<file path="config.mk">
export PLATFORM = sky130hd
export DESIGN_NAME = dut_vector_streamer_flat
export DESIGN_NICKNAME = d
export VERILOG_FILES = /design/src/rtl/dut_vector_streamer_if.sv /design/src/rtl/dut_vector_streamer.sv /design/src/flat_wrapper.sv
export SDC_FILE = /design/constraint.sdc
export NUM_CORES = 1
export LEC_CHECK = 0
export CAP_MARGIN = 25
export CORE_MARGIN = 5
export CORE_UTILIZATION = 57
export DETAILED_ROUTE_END_ITERATION = 7
export PLACE_DENSITY = 0.85
export SLEW_MARGIN = 20
export SYNTH_ARGS = -nofsm -noshare
export SYNTH_HDL_FRONTEND = slang
export SYNTH_SLANG_ARGS = --single-unit
</file>
<file path="constraint.sdc">
create_clock -name clk -period 23.6 [get_ports clk]
set_input_delay 2.36 -clock clk [delete_from_list [all_inputs] [get_ports clk]]
set_output_delay 2.36 -clock clk [all_outputs]
set_load 0.01 [all_outputs]
</file>
<file path="src/rtl/dut_vector_streamer_if.sv">
// Word-stream bundle: stimulus words in (s_*), result words out (m_*).
// slave = streamer side, master = environment side.
interface dut_vector_streamer_if #(
    parameter int WORD_W = 16
);
    logic              s_valid;
    logic              s_ready;
    logic [WORD_W-1:0] s_data;
    logic              m_valid;
    logic              m_ready;
    logic [WORD_W-1:0] m_data;
    logic              m_last;

    modport slave (
        input  s_valid, s_data, m_ready,
        output s_ready, m_valid, m_data, m_last
    );

    modport master (
        output s_valid, s_data, m_ready,
        input  s_ready, m_valid, m_data, m_last
    );
endinterface

</file>
<file path="src/rtl/dut_vector_streamer.sv">
// Stream-to-vector stimulus shell around a combinational DUT.
// Optional response signature output enabled by DUT_STREAM_SIG_EN.
module dut_vector_streamer #(
    parameter int IN_W   = 150,
    parameter int OUT_W  = 80,
    parameter int WORD_W = 16,
    parameter int SETTLE = 1
) (
    input  logic                  clk,
    input  logic                  rst,
    dut_vector_streamer_if.slave  bus,
    output logic [IN_W-1:0]       vec_out,
    output logic                  vec_strobe,
    input  logic [OUT_W-1:0]      res_in,
    output logic                  busy,
    output logic [15:0]           vec_count
`ifdef DUT_STREAM_SIG_EN
    ,
    output logic [31:0]           sig_out
`endif
);
    localparam int IN_WORDS  = (IN_W + WORD_W - 1) / WORD_W;
    localparam int OUT_WORDS = (OUT_W + WORD_W - 1) / WORD_W;
    localparam int OUT_PAD   = OUT_WORDS * WORD_W;
    localparam int LO_W      = (IN_WORDS - 1) * WORD_W;
    localparam int LAST_W    = IN_W - LO_W;
    localparam int IW        = $clog2(IN_WORDS + 1);
    localparam int OW        = $clog2(OUT_WORDS + 1);
    localparam int CW        = $clog2(SETTLE + 1);

    typedef enum logic [1:0] {
        S_LOAD,
        S_SETTLE,
        S_SEND
    } state_t;

    state_t              r_state;
    logic [IW-1:0]       r_idx;
    logic [OW-1:0]       r_j;
    logic [CW-1:0]       r_cnt;
    logic [LO_W-1:0]     r_shadow;
    logic [OUT_PAD-1:0]  r_res;
    logic [IN_W-1:0]     r_vec;
    logic                r_strobe;
    logic                r_s_ready;
    logic                r_m_valid;
    logic [WORD_W-1:0]   r_m_data;
    logic                r_m_last;
    logic [15:0]         r_count;

    logic                w_acc;
    logic                w_xfer;
    logic [OUT_PAD-1:0]  w_res_pad;
    logic [WORD_W-1:0]   w_nxt;

    assign w_acc     = bus.s_valid & r_s_ready;
    assign w_xfer    = r_m_valid & bus.m_ready;
    assign w_res_pad = OUT_PAD'(res_in);

    always_comb begin
        w_nxt = '0;
        for (int k = 0; k < OUT_WORDS; k++) begin
            if (OW'(k) == r_j + OW'(1)) begin
                w_nxt = r_res[k*WORD_W +: WORD_W];
            end
        end
    end

`ifdef DUT_STREAM_SIG_EN
    localparam int SIG_PAD = ((OUT_W + 31) / 32) * 32;
    logic [SIG_PAD-1:0] w_sig_pad;
    logic [31:0]        w_fold;
    logic [31:0]        r_sig;

    assign w_sig_pad = SIG_PAD'(res_in);

    always_comb begin
        w_fold = '0;
        for (int k = 0; k < SIG_PAD / 32; k++) begin
            w_fold = w_fold ^ w_sig_pad[k*32 +: 32];
        end
    end

    always_ff @(posedge clk or posedge rst) begin
        if (rst) begin
            r_sig <= '0;
        end else if (r_state == S_SETTLE && r_cnt == CW'(SETTLE - 1)) begin
            r_sig <= {r_sig[30:0], r_sig[31]} ^ w_fold;
        end
    end

    assign sig_out = r_sig;
`endif

    always_ff @(posedge clk or posedge rst) begin
        if (rst) begin
            r_state   <= S_LOAD;
            r_idx     <= '0;
            r_j       <= '0;
            r_cnt     <= '0;
            r_shadow  <= '0;
            r_res     <= '0;
            r_vec     <= '0;
            r_strobe  <= 1'b0;
            r_s_ready <= 1'b1;
            r_m_valid <= 1'b0;
            r_m_data  <= '0;
            r_m_last  <= 1'b0;
            r_count   <= '0;
        end else begin
            r_strobe <= 1'b0;
            unique case (r_state)
                S_LOAD: begin
                    if (w_acc && r_idx == IW'(IN_WORDS - 1)) begin
                        // Final word: its bits at or above IN_W are dropped.
                        r_vec     <= {bus.s_data[LAST_W-1:0], r_shadow};
                        r_strobe  <= 1'b1;
                        r_s_ready <= 1'b0;
                        r_idx     <= '0;
                        r_cnt     <= '0;
                        r_state   <= S_SETTLE;
                    end else if (w_acc) begin
                        for (int k = 0; k < IN_WORDS - 1; k++) begin
                            if (r_idx == IW'(k)) begin
                                r_shadow[k*WORD_W +: WORD_W] <= bus.s_data;
                            end
                        end
                        r_idx <= r_idx + IW'(1);
                    end
                end
                S_SETTLE: begin
                    if (r_cnt == CW'(SETTLE - 1)) begin
                        r_res     <= w_res_pad;
                        r_m_data  <= w_res_pad[WORD_W-1:0];
                        r_m_last  <= (OUT_WORDS == 1);
                        r_m_valid <= 1'b1;
                        r_j       <= '0;
                        r_state   <= S_SEND;
                    end else begin
                        r_cnt <= r_cnt + CW'(1);
                    end
                end
                S_SEND: begin
                    if (w_xfer && r_j == OW'(OUT_WORDS - 1)) begin
                        r_m_valid <= 1'b0;
                        r_m_data  <= '0;
                        r_m_last  <= 1'b0;
                        r_count   <= r_count + 16'd1;
                        r_s_ready <= 1'b1;
                        r_state   <= S_LOAD;
                    end else if (w_xfer) begin
                        r_j      <= r_j + OW'(1);
                        r_m_data <= w_nxt;
                        r_m_last <= (r_j + OW'(1) == OW'(OUT_WORDS - 1));
                    end
                end
                default: r_state <= S_LOAD;
            endcase
        end
    end

    assign bus.s_ready = r_s_ready;
    assign bus.m_valid = r_m_valid;
    assign bus.m_data  = r_m_data;
    assign bus.m_last  = r_m_last;
    assign vec_out     = r_vec;
    assign vec_strobe  = r_strobe;
    assign vec_count   = r_count;
    assign busy        = (r_state != S_LOAD) | (r_idx != '0);
endmodule

</file>
<file path="src/flat_wrapper.sv">
// flat-port wrapper written by rule: the top's interface ports become plain ports
module dut_vector_streamer_flat 
#(
    parameter int IN_W   = 150,
    parameter int OUT_W  = 80,
    parameter int WORD_W = 16,
    parameter int SETTLE = 1
)
  (clk, rst, vec_out, vec_strobe, res_in, busy, vec_count, bus_s_valid, bus_s_data, bus_m_ready, bus_s_ready, bus_m_valid, bus_m_data, bus_m_last);
  dut_vector_streamer_if #(.WORD_W(WORD_W)) bus_i ();
  input  logic clk;
  input  logic rst;
  output logic [IN_W-1:0] vec_out;
  output logic vec_strobe;
  input  logic [OUT_W-1:0] res_in;
  output logic busy;
  output logic [15:0] vec_count;
  input wire logic [$bits(bus_i.s_valid)-1:0] bus_s_valid;
  input wire logic [$bits(bus_i.s_data)-1:0] bus_s_data;
  input wire logic [$bits(bus_i.m_ready)-1:0] bus_m_ready;
  output wire logic [$bits(bus_i.s_ready)-1:0] bus_s_ready;
  output wire logic [$bits(bus_i.m_valid)-1:0] bus_m_valid;
  output wire logic [$bits(bus_i.m_data)-1:0] bus_m_data;
  output wire logic [$bits(bus_i.m_last)-1:0] bus_m_last;
  assign bus_i.s_valid = bus_s_valid;
  assign bus_i.s_data = bus_s_data;
  assign bus_i.m_ready = bus_m_ready;
  assign bus_s_ready = bus_i.s_ready;
  assign bus_m_valid = bus_i.m_valid;
  assign bus_m_data = bus_i.m_data;
  assign bus_m_last = bus_i.m_last;
  dut_vector_streamer #(.IN_W(IN_W), .OUT_W(OUT_W), .WORD_W(WORD_W), .SETTLE(SETTLE)) u_core (.clk(clk), .rst(rst), .bus(bus_i), .vec_out(vec_out), .vec_strobe(vec_strobe), .res_in(res_in), .busy(busy), .vec_count(vec_count));
endmodule
</file>
# ---- Word level (Yosys, flattened, before mapping)
# Cells that the tools add are included.
dict set report totals {
  regBits 420
  input_bits 100
  output_inout_bits 187
}
dict set report classes {
  muxes 33
  eq_ne 23
  add_sub_neg 4
  reduce_logical 30
  bitwise 5
}
# cell count
set ops {}
lappend ops {{$mux W16} 8}
lappend ops {{$reduce_and A4 Y1} 10}
lappend ops {{$pmux W16 S2} 1}
lappend ops {{$add A16 B1 Y16 const B} 1}
lappend ops {{$eq A4 B3 Y1 const B} 4}
lappend ops {{$reduce_and A3 Y1} 4}
lappend ops {{$mux W1} 10}
lappend ops {{$reduce_and A2 Y1} 5}
lappend ops {{$reduce_bool A2 Y1} 5}
lappend ops {{$mux W3} 3}
lappend ops {{$eq A4 B2 Y1 const B} 2}
lappend ops {{$eq A4 B4 Y1 const B} 2}
lappend ops {{$mux W4} 2}
lappend ops {{$pmux W1 S2} 4}
lappend ops {{$eq A2 B3 Y1 const A} 2}
lappend ops {{$eq A3 B3 Y1 const B} 2}
lappend ops {{$mux W2} 3}
lappend ops {{$ne A2 B1 Y1 const B} 3}
lappend ops {{$pmux W2 S3} 1}
lappend ops {{$pmux W3 S2} 1}
lappend ops {{$add A4 B1 Y4 const B} 1}
lappend ops {{$eq A4 B1 Y1 const B} 1}
lappend ops {{$logic_not A4 Y1} 1}
lappend ops {{$ne A2 B2 Y1 const B} 2}
lappend ops {{14 further kinds} 17}

# ---- Longest topological paths before layout
# Gate-level depths: netlist (run 1).
dict set report depth {
  word_depth 10
  ltp_mapped 9
  ltp_nobuf 7
}

# ---- Least setup slack after synthesis (run 1)
# Ideal clock, no wire load.
dict set report synth_timing {
  path_type {input to register}
  startpoint {in bus_s_valid}
  endpoint {reg u_core.r_shadow[0]}
  setup_time_ps 125
  slack_ps 20066
  path_buffers 2
  required_ps 23475
  t_arrival_ps 3410
  path_stages 5
  path_cell_list {and3_1 > buf_2 > nand2_1 > buf_2 > mux2_2}
}
dict set report synth_via {
  elab_chain_len 4
}
# element line
set synth_lines {}
lappend synth_lines {{from (decl)} flat_wrapper.sv:18} ;# input wire logic [$bits(bus_i.s_valid)-1:0] bus_s_valid;
lappend synth_lines {{$and A1 B1 Y1 *} dut_vector_streamer.sv:56} ;# assign w_acc = bus.s_valid & r_s_ready;
lappend synth_lines {{$logic_and A1 B1 Y1} dut_vector_streamer.sv:114} ;# if (w_acc && r_idx == IW'(IN_WORDS - 1)) begin
lappend synth_lines {{$not A1 Y1 (no line)} n/a}
lappend synth_lines {{$reduce_and A4 Y1 (no line) *} n/a}
lappend synth_lines {{to (signal, indexed assignment)} dut_vector_streamer.sv:125} ;# r_shadow[k*WORD_W +: WORD_W] <= bus.s_data;
lappend synth_lines {{to (decl)} dut_vector_streamer.sv:41} ;# logic [LO_W-1:0] r_shadow;
# Every way passes the cells marked *; elsewhere a longest branch is shown, timed or not.
# A chain may end at the register's enable or synchronous reset.

# ---- Worst setup path after layout (run 1)
dict set report layout_timing {
  startpoint {in bus_s_valid}
  endpoint {reg u_core.r_vec[128] (netlist: u_core.vec_out[128])}
}
dict set report layout_via {
  elab_chain_len 3
}
# element line
set layout_lines {}
lappend layout_lines {{$and A1 B1 Y1} dut_vector_streamer.sv:56}
lappend layout_lines {{$logic_and A1 B1 Y1} dut_vector_streamer.sv:114}
lappend layout_lines {{$reduce_and A2 Y1 (no line)} n/a}
lappend layout_lines {{to (signal assigned)} dut_vector_streamer.sv:116} ;# r_vec <= {bus.s_data[LAST_W-1:0], r_shadow};
lappend layout_lines {{to (decl)} dut_vector_streamer.sv:43} ;# logic [IN_W-1:0] r_vec;
# Every way passes these cells.

==> flow_metrics.py, run 1 <==
metrics = {
    "outcome": {
        "status": "finished, final reports clean",
    },
    "die": {
        "die_area_mm2": 0.0332,
        "core-area_mm2": 0.0295,
        "die_x_um": 182,
        "rows": 63,
        "die_height_um": 182,
        "io-pin-count": 287,
        "start_util": 0.574,
    },
    "place": {
        "gp_congestion": 0.840,
        "dpl.hpwl_um": 28900,
        "numPortBuffers": 286,
        "dp_cells": 2105,
    },
    "synthesis": {
        "yosys.area.top_type_share": 0.618,
        "yosys.area_share.adder": 0.00962,
        "syn-cell-area_mm2": 0.0169,
        "synth_top_area_cell": "dfrtp_1",
        "syn_inst": 1501,
        "synth_top_family_by_area": "simple AND/OR/NAND/NOR gates",
        "synthTopCellsByArea": "dfrtp_1 (62%), mux2_2 (14%), nand2_1 (11%)",
        "ys.warnings.count": 0,
        "synth_most_common_cell": "nand2_1",
        "synth_compound_area_frac": 0.0464,
        "synth_edf_count": 0,
        "synth.distinct_cells": 42,
        "ys_seq_area_frac": 0.620,
        "synthMuxAreaShare": 0.140,
        "avgSynthCellArea_um2": 11.3,
        "syn_nets": 1614,
        "async_reset_ff_frac": 1.00,
        "synth_xor_area_frac": 0.00932,
        "yosys.area_share.simple": 0.145,
        "synth-main-ff-cell": "dfrtp_1",
        "synthTopCellsByCount": "nand2_1 (498), dfrtp_1 (418), mux2_2 (211)",
        "synth_seq_cells": 419,
    },
    "detailed_routing": {
        "ant_nets": 0,
        "drc": 0,
        "dr.pass1.iters": 5,
        "wl_per_cell_um": 20.2,
        "wirelength_um": 44100,
        "via_per_inst": 5.65,
        "vias": 12324,
        "drt_iter0_drc": 959,
    },
    "timing": {
        "slew_headroom": 0.342,
        "fmax_mhz": 191,
        "period_needed_ns": 5.23,
        "hold_violations": 0,
        "tightest_slew_ns": 0.987,
        "slew_violations": 0,
        "period_share": 0.222,
        "finalSetupViolCount": 0,
        "finClkSkew_ns": 0.0281,
        "fin_setup_tns_ns": 0,
        "grt_setup_unrepaired": "false",
    },
    "final_layout": {
        "area_delta_synth_final_pct": 26.3,
        "instances_no_fill": 2182,
        "num-nets-final": 1875,
        "drive_gt1_frac": 0.168,
    },
    "pwr": {
        "p_leak_nw": 10.7,
        "seq_power_share": 0.524,
        "p_sw_frac": 0.214,
        "internal_power_mw": 1.08,
        "combPwrFrac": 0.034,
        "p_clk_frac": 0.442,
        "total_power_mw": 1.37,
        "power_density_mw_per_mm2": 64.4,
        "peakVddDrop_uv": 48.6,
        "switching_power_mw": 0.294,
    },
    "setup_path": {
        "cp-end-kind": "register",
        "cp_max_fo": 92,
        "crit_type": "in2reg",
        "critPathLaunchType": "input pin",
        "cp.arrival_ns": 5.68,
        "worstPathRequired_ns": 24.06,
    },
    "clock_network": {
        "cts-resized-gates": 0,
        "cts_buffer_depth": 3,
        "htree_levels": 2,
        "post_cts_buffers": 0,
        "clk_latency_ns": 0.54,
        "cts_made_buffers": 41,
        "clock_tree.root_cell": "clkbuf_16",
        "postCtsHoldBufs": 0,
        "clock-sinks": 419,
        "cts_tree": "built",
        "clk_pin_slew_ns": 0.06,
    },
    "grt": {
        "grt_pass1_vias": 12770,
        "antenna_found_initial": 3,
        "track_usage": 0.267,
        "overflow": 0,
        "grt_pass1_wl_um": 70800,
        "grt_max_degree": 138,
    },
    "hold_path": {
        "hp-class": "reg2reg",
    },
    "job": {
        "maxCapViolations": 0,
    },
}
-- sequential cells by signal, indices dropped and copies added (netlist names), 2 cells and up --
| name | flops |
|---|---|
| u_core.r_idx | 4 |
| u_core.r_res | 80 |
| u_core.r_j | 3 |
| u_core.r_shadow | 144 |
| u_core.vec_count | 16 |
| u_core.vec_out | 150 |
| u_core.r_state | 2 |
| u_core.bus.m_data | 16 |
-- stage by stage --
stage	area (µm²)	worst slack, ns	utilization	hold WS, ns
6_report	21400	18.37	0.724	0.451
3_3_place_gp	20000	17.91	0.678	0.440
4_1_cts	21300	18.37	0.721	0.447
5_1_grt	21400	18.06	0.724	0.468
3_5_place_dp	20000	17.86	0.679	0.446
2_1_floorplan	16900	9.58	-	0.433
-- routing by layer --
metal | vias up | GRT usage | part of all wire
li1 | 5480 | - | -
met1 | 6193 | 0.355 | 0.40
met2 | 553 | 0.446 | 0.49
met3 | 96 | 0.0626 | 0.086
met4 | 2 | 0.0748 | 0.026
met5 | - | 0 | 0.00016
-- power groups by stage --
stage                     combinational [mW]  sequential, mW  clock [mW]
final                                 0.0465           0.721       0.607
after global routing                  0.0507           0.720       0.647
after CTS                             0.0462           0.721       0.617
after detailed placement              0.0460           0.734           0
after global placement                0.0452           0.734           0
after floorplan                       0.0135           0.735           0
-- layout make-up --
class                      instances  area [µm²]
sequential                       419       10500
antenna                            1        2.50
timing repair buffer             301        3050
multi-input combinational        968        5960
clock buffer                      61        1160
inverter                          31         126
tap                              390         488
fill                            1933        8130
clock inverter                    11        81.3
-- cells by family after synthesis --
| logic type | after synthesis |
|---|---|
| DFF | 419 |
| buffers and inverters | 114 |
| xor gates and xnor gates | 18 |
| AOI/OAI and AO/OA | 124 |
| muxes | 211 |
| and+or+nand+nor | 602 |
| adders and majority gates | 13 |
-- cell usage in the layout (no fill, tap or decap), types with 2 or more instances in the layout --
master             n
buf_16             3
and3_1             4
a21oi_1           18
xnor2_1           10
nand2b_1          16
buf_4              9
nand2_1          498
inv_1             29
and4_1             2
clkdlybuf4s50_1  286
o311a_1           15
nor2_1            24
dfrtp_1          418
nor3_1             5
or3_1              2
buf_8              2
clkbuf_1          14
xor2_1             8
ha_1              12
clkinv_8           2
nand3_1           25
o21ai_0           62
a221oi_1          15
clkbuf_16         41
o21ai_1            6
nor2b_1            7
mux2_2           211
nand4_1            4
nand2_2            7
clkinv_2           8
clkbuf_8           6
-- path summary, 6_finish.rpt --
kind,start,end,slack [ns],cells past startpoint
min reg2reg,u_core.r_shadow[125]$_DFFE_PP0P_,u_core.vec_out[125]$_DFFE_PP0P_,0.45,2
max reg2reg,u_core.r_idx[1]$_DFFE_PP0P_,u_core.vec_out[128]$_DFFE_PP0P_,19.92,8
min in group asynchronous,rst,u_core.r_res[52]$_DFFE_PP0P_,2.18,2
max in group asynchronous,rst,u_core.vec_out[116]$_DFFE_PP0P_,19.47,5
max,bus_s_valid,u_core.vec_out[128]$_DFFE_PP0P_,18.37,7
min,u_core.r_shadow[125]$_DFFE_PP0P_,u_core.vec_out[125]$_DFFE_PP0P_,0.45,2
-- worst max-delay path, cell delays in order --
cell and delay (ns):
clkdlybuf4s50_1 0.49, and3_1 0.22, nand3_4 0.63, inv_4 0.79, buf_4 0.87, nand2_1 0.14, nand2_1 0.10
No activity file was read; power rests on OpenSTA's default activity.
==> inputs of run 2 (changes only) <==
--- a/config.mk
+++ b/config.mk
@@ -7,9 +7,9 @@
 export LEC_CHECK = 0
 export CAP_MARGIN = 25
 export CORE_MARGIN = 5
-export CORE_UTILIZATION = 57
+export CORE_UTILIZATION = 48
 export DETAILED_ROUTE_END_ITERATION = 7
-export PLACE_DENSITY = 0.85
+export PLACE_DENSITY = 0.76
 export SLEW_MARGIN = 20
 export SYNTH_ARGS = -nofsm -noshare
 export SYNTH_HDL_FRONTEND = slang
==> constraint.sdc (replaced) <==
create_clock -name clk -period 4.36 [get_ports clk]
set_input_delay 0.436 -clock clk [delete_from_list [all_inputs] [get_ports clk]]
set_output_delay 0.436 -clock clk [all_outputs]
set_load 0.01 [all_outputs]
==> flow_metrics.py, run 2 (synthesized netlist as in run 1, its figures left out) <==
metrics = {
    "grt": {
        "grt_max_degree": 125,
        "grt_pass1_vias": 12447,
        "antenna_found_initial": 2,
        "overflow": 0,
        "gr-usage-met3": 0.0594,
        "met2_usage": 0.355,
        "grtUsageMet1": 0.306,
        "grt_busiest_layer": "met2",
        "grt_pass1_wl_um": 69800,
        "track_usage": 0.224,
    },
    "final_layout": {
        "final_cell_mix": "nand2_1 (498), dfrtp_1 (418), clkdlybuf4s50_1 (286)",
        "fin_util": 0.626,
        "instances_no_fill": 2251,
        "largest_reg_flops": 150,
        "layout_commonest_cell": "nand2_1",
        "area_delta_synth_final_pct": 28.2,
        "drive_gt1_frac": 0.172,
        "num-nets-final": 1878,
    },
    "clock_network": {
        "cts-resized-gates": 0,
        "clk_latency_ns": 0.57,
        "postCtsHoldBufs": 0,
        "htree_levels": 2,
        "cts_made_buffers": 43,
        "post_cts_buffers": 0,
        "cts_tree": "built",
        "clock_tree.root_cell": "clkbuf_16",
        "clock-sinks": 419,
        "clk_pin_slew_ns": 0.06,
        "cts_buffer_depth": 3,
    },
    "hold_path": {
        "hp-class": "in2async",
    },
    "setup_path": {
        "cp_max_fo": 78,
        "path_cells": "inv_1 > ha_1 > and3_1 > nand3_4 > inv_4 > buf_12 > nand2_1 > nand2_1",
        "cp-end-kind": "register",
        "critPathLaunchType": "register",
        "crit_type": "reg2reg",
        "critPathSlowestCell": "inv_4",
        "cpPeakStageDelay_ns": 0.83,
        "cp.arrival_ns": 3.56,
        "worstPathRequired_ns": 4.86,
        "critPathMostFrequentCell": "nand2_1",
    },
    "timing": {
        "tightest_slew_ns": 0.876,
        "period_needed_ns": 3.07,
        "grt_setup_unrepaired": "false",
        "fmax_mhz": 326,
        "timing.hold.ws_ns": 0.372,
        "hold_violations": 0,
        "slew_violations": 0,
        "slew_headroom": 0.414,
        "period_share": 0.703,
        "finClkSkew_ns": 0.0203,
        "finalSetupViolCount": 0,
    },
    "die": {
        "die_height_um": 198,
        "core-area_mm2": 0.0346,
        "io-pin-count": 287,
        "rows": 68,
        "die_area_mm2": 0.0391,
        "start_util": 0.488,
        "die_x_um": 198,
    },
    "detailed_routing": {
        "ant_nets": 0,
        "wl_per_cell_um": 19.5,
        "via_per_inst": 5.36,
        "vias": 12070,
        "drt_iter0_drc": 796,
        "dr.pass1.iters": 5,
        "drc": 0,
        "wirelength_um": 43800,
    },
    "pwr": {
        "power_density_mw_per_mm2": 362,
        "peakVddDrop_uv": 253,
        "p_leak_nw": 10.8,
    },
    "outcome": {
        "status": "finished, final reports clean",
    },
    "job": {
        "maxCapViolations": 0,
    },
    "place": {
        "gp_congestion": 0.831,
        "dpl.hpwl_um": 29400,
        "dp_cells": 2172,
        "numPortBuffers": 286,
    },
}
-- run 2: cell types whose count changed in the layout (fill, tap and decap cells not counted), sizes merged --
cell / before / now
buf: 15 / 16
bufinv: 0 / 2
clkbuf: 61 / 64
clkinv: 10 / 8
clkinvlp: 0 / 1
inv: 32 / 31
-- run 2: path summary, 6_finish.rpt --
path / startpoint / to / slack, ns / cells past startpoint
min in group clk: res_in[62] / u_core.r_res[62]$_DFFE_PP0P_ / 0.44 / 3
worst max register to register: u_core.r_idx[1]$_DFFE_PP0P_ / u_core.vec_out[92]$_DFFE_PP0P_ / 1.29 / 8
worst min register to register: u_core.r_shadow[134]$_DFFE_PP0P_ / u_core.vec_out[134]$_DFFE_PP0P_ / 0.45 / 2
max in group asynchronous: rst / u_core.vec_out[51]$_DFFE_PP0P_ / 2.85 / 3
worst min-delay path: rst / u_core.r_shadow[19]$_DFFE_PP0P_ / 0.37 / 2
worst max-delay path: u_core.r_idx[1]$_DFFE_PP0P_ / u_core.vec_out[92]$_DFFE_PP0P_ / 1.29 / 8
-- run 2: metrics by stage --
stage | setup slack, ns | area, µm² | power [mW] | TNS (ns)
finish | 1.29 | 21700 | 7.85 | 0
global route | 1.04 | 21700 | 8.12 | 0
CTS | 1.31 | 21600 | 7.93 | 0
detailed placement | 1.17 | 20200 | 4.23 | 0
global placement | 1.20 | 20100 | 4.22 | 0
floorplan | -1.73 | 16900 | 4.05 | -721.93
-- run 2: area by class of cell --
cell class / count / area [µm²]
Clock inverter: 11 / 174
Multi-Input combinational cell: 968 / 5950
Inverter: 31 / 123
Sequential cell: 419 / 10500
Tap cell: 455 / 569
Antenna cell: 1 / 2.50
Clock buffer: 64 / 1280
Timing Repair Buffer: 302 / 3100
Fill cell: 2695 / 12900
-- run 2: report_power, final --
| group | switching (mW) | internal [mW] | total [mW] |
|---|---|---|---|
| clock | 1.53 | 2.18 | 3.70 |
| combinational | 0.145 | 0.103 | 0.248 |
| sequential | 0.00623 | 3.90 | 3.90 |
| total | 1.68 | 6.18 | 7.85 |
-- run 2: worst max-delay path: cells and delay by family (launching register included) --
family	cells	cell delay, ns
and+or+nand+nor	4	0.95
buffers and inverters	3	1.34
DFF	1	0.41
adders and majority gates	1	0.22
-- run 2: routing by layer --
| layer | part of all wire | routed length, µm | vias to the layer above |
|---|---|---|---|
| met3 | 0.079 | 3470 | 85 |
| met5 | 0.00016 | 7 | - |
| met4 | 0.028 | 1240 | 2 |
| met2 | 0.47 | 20700 | 399 |
| met1 | 0.42 | 18400 | 6080 |
| li1 | - | - | 5504 |
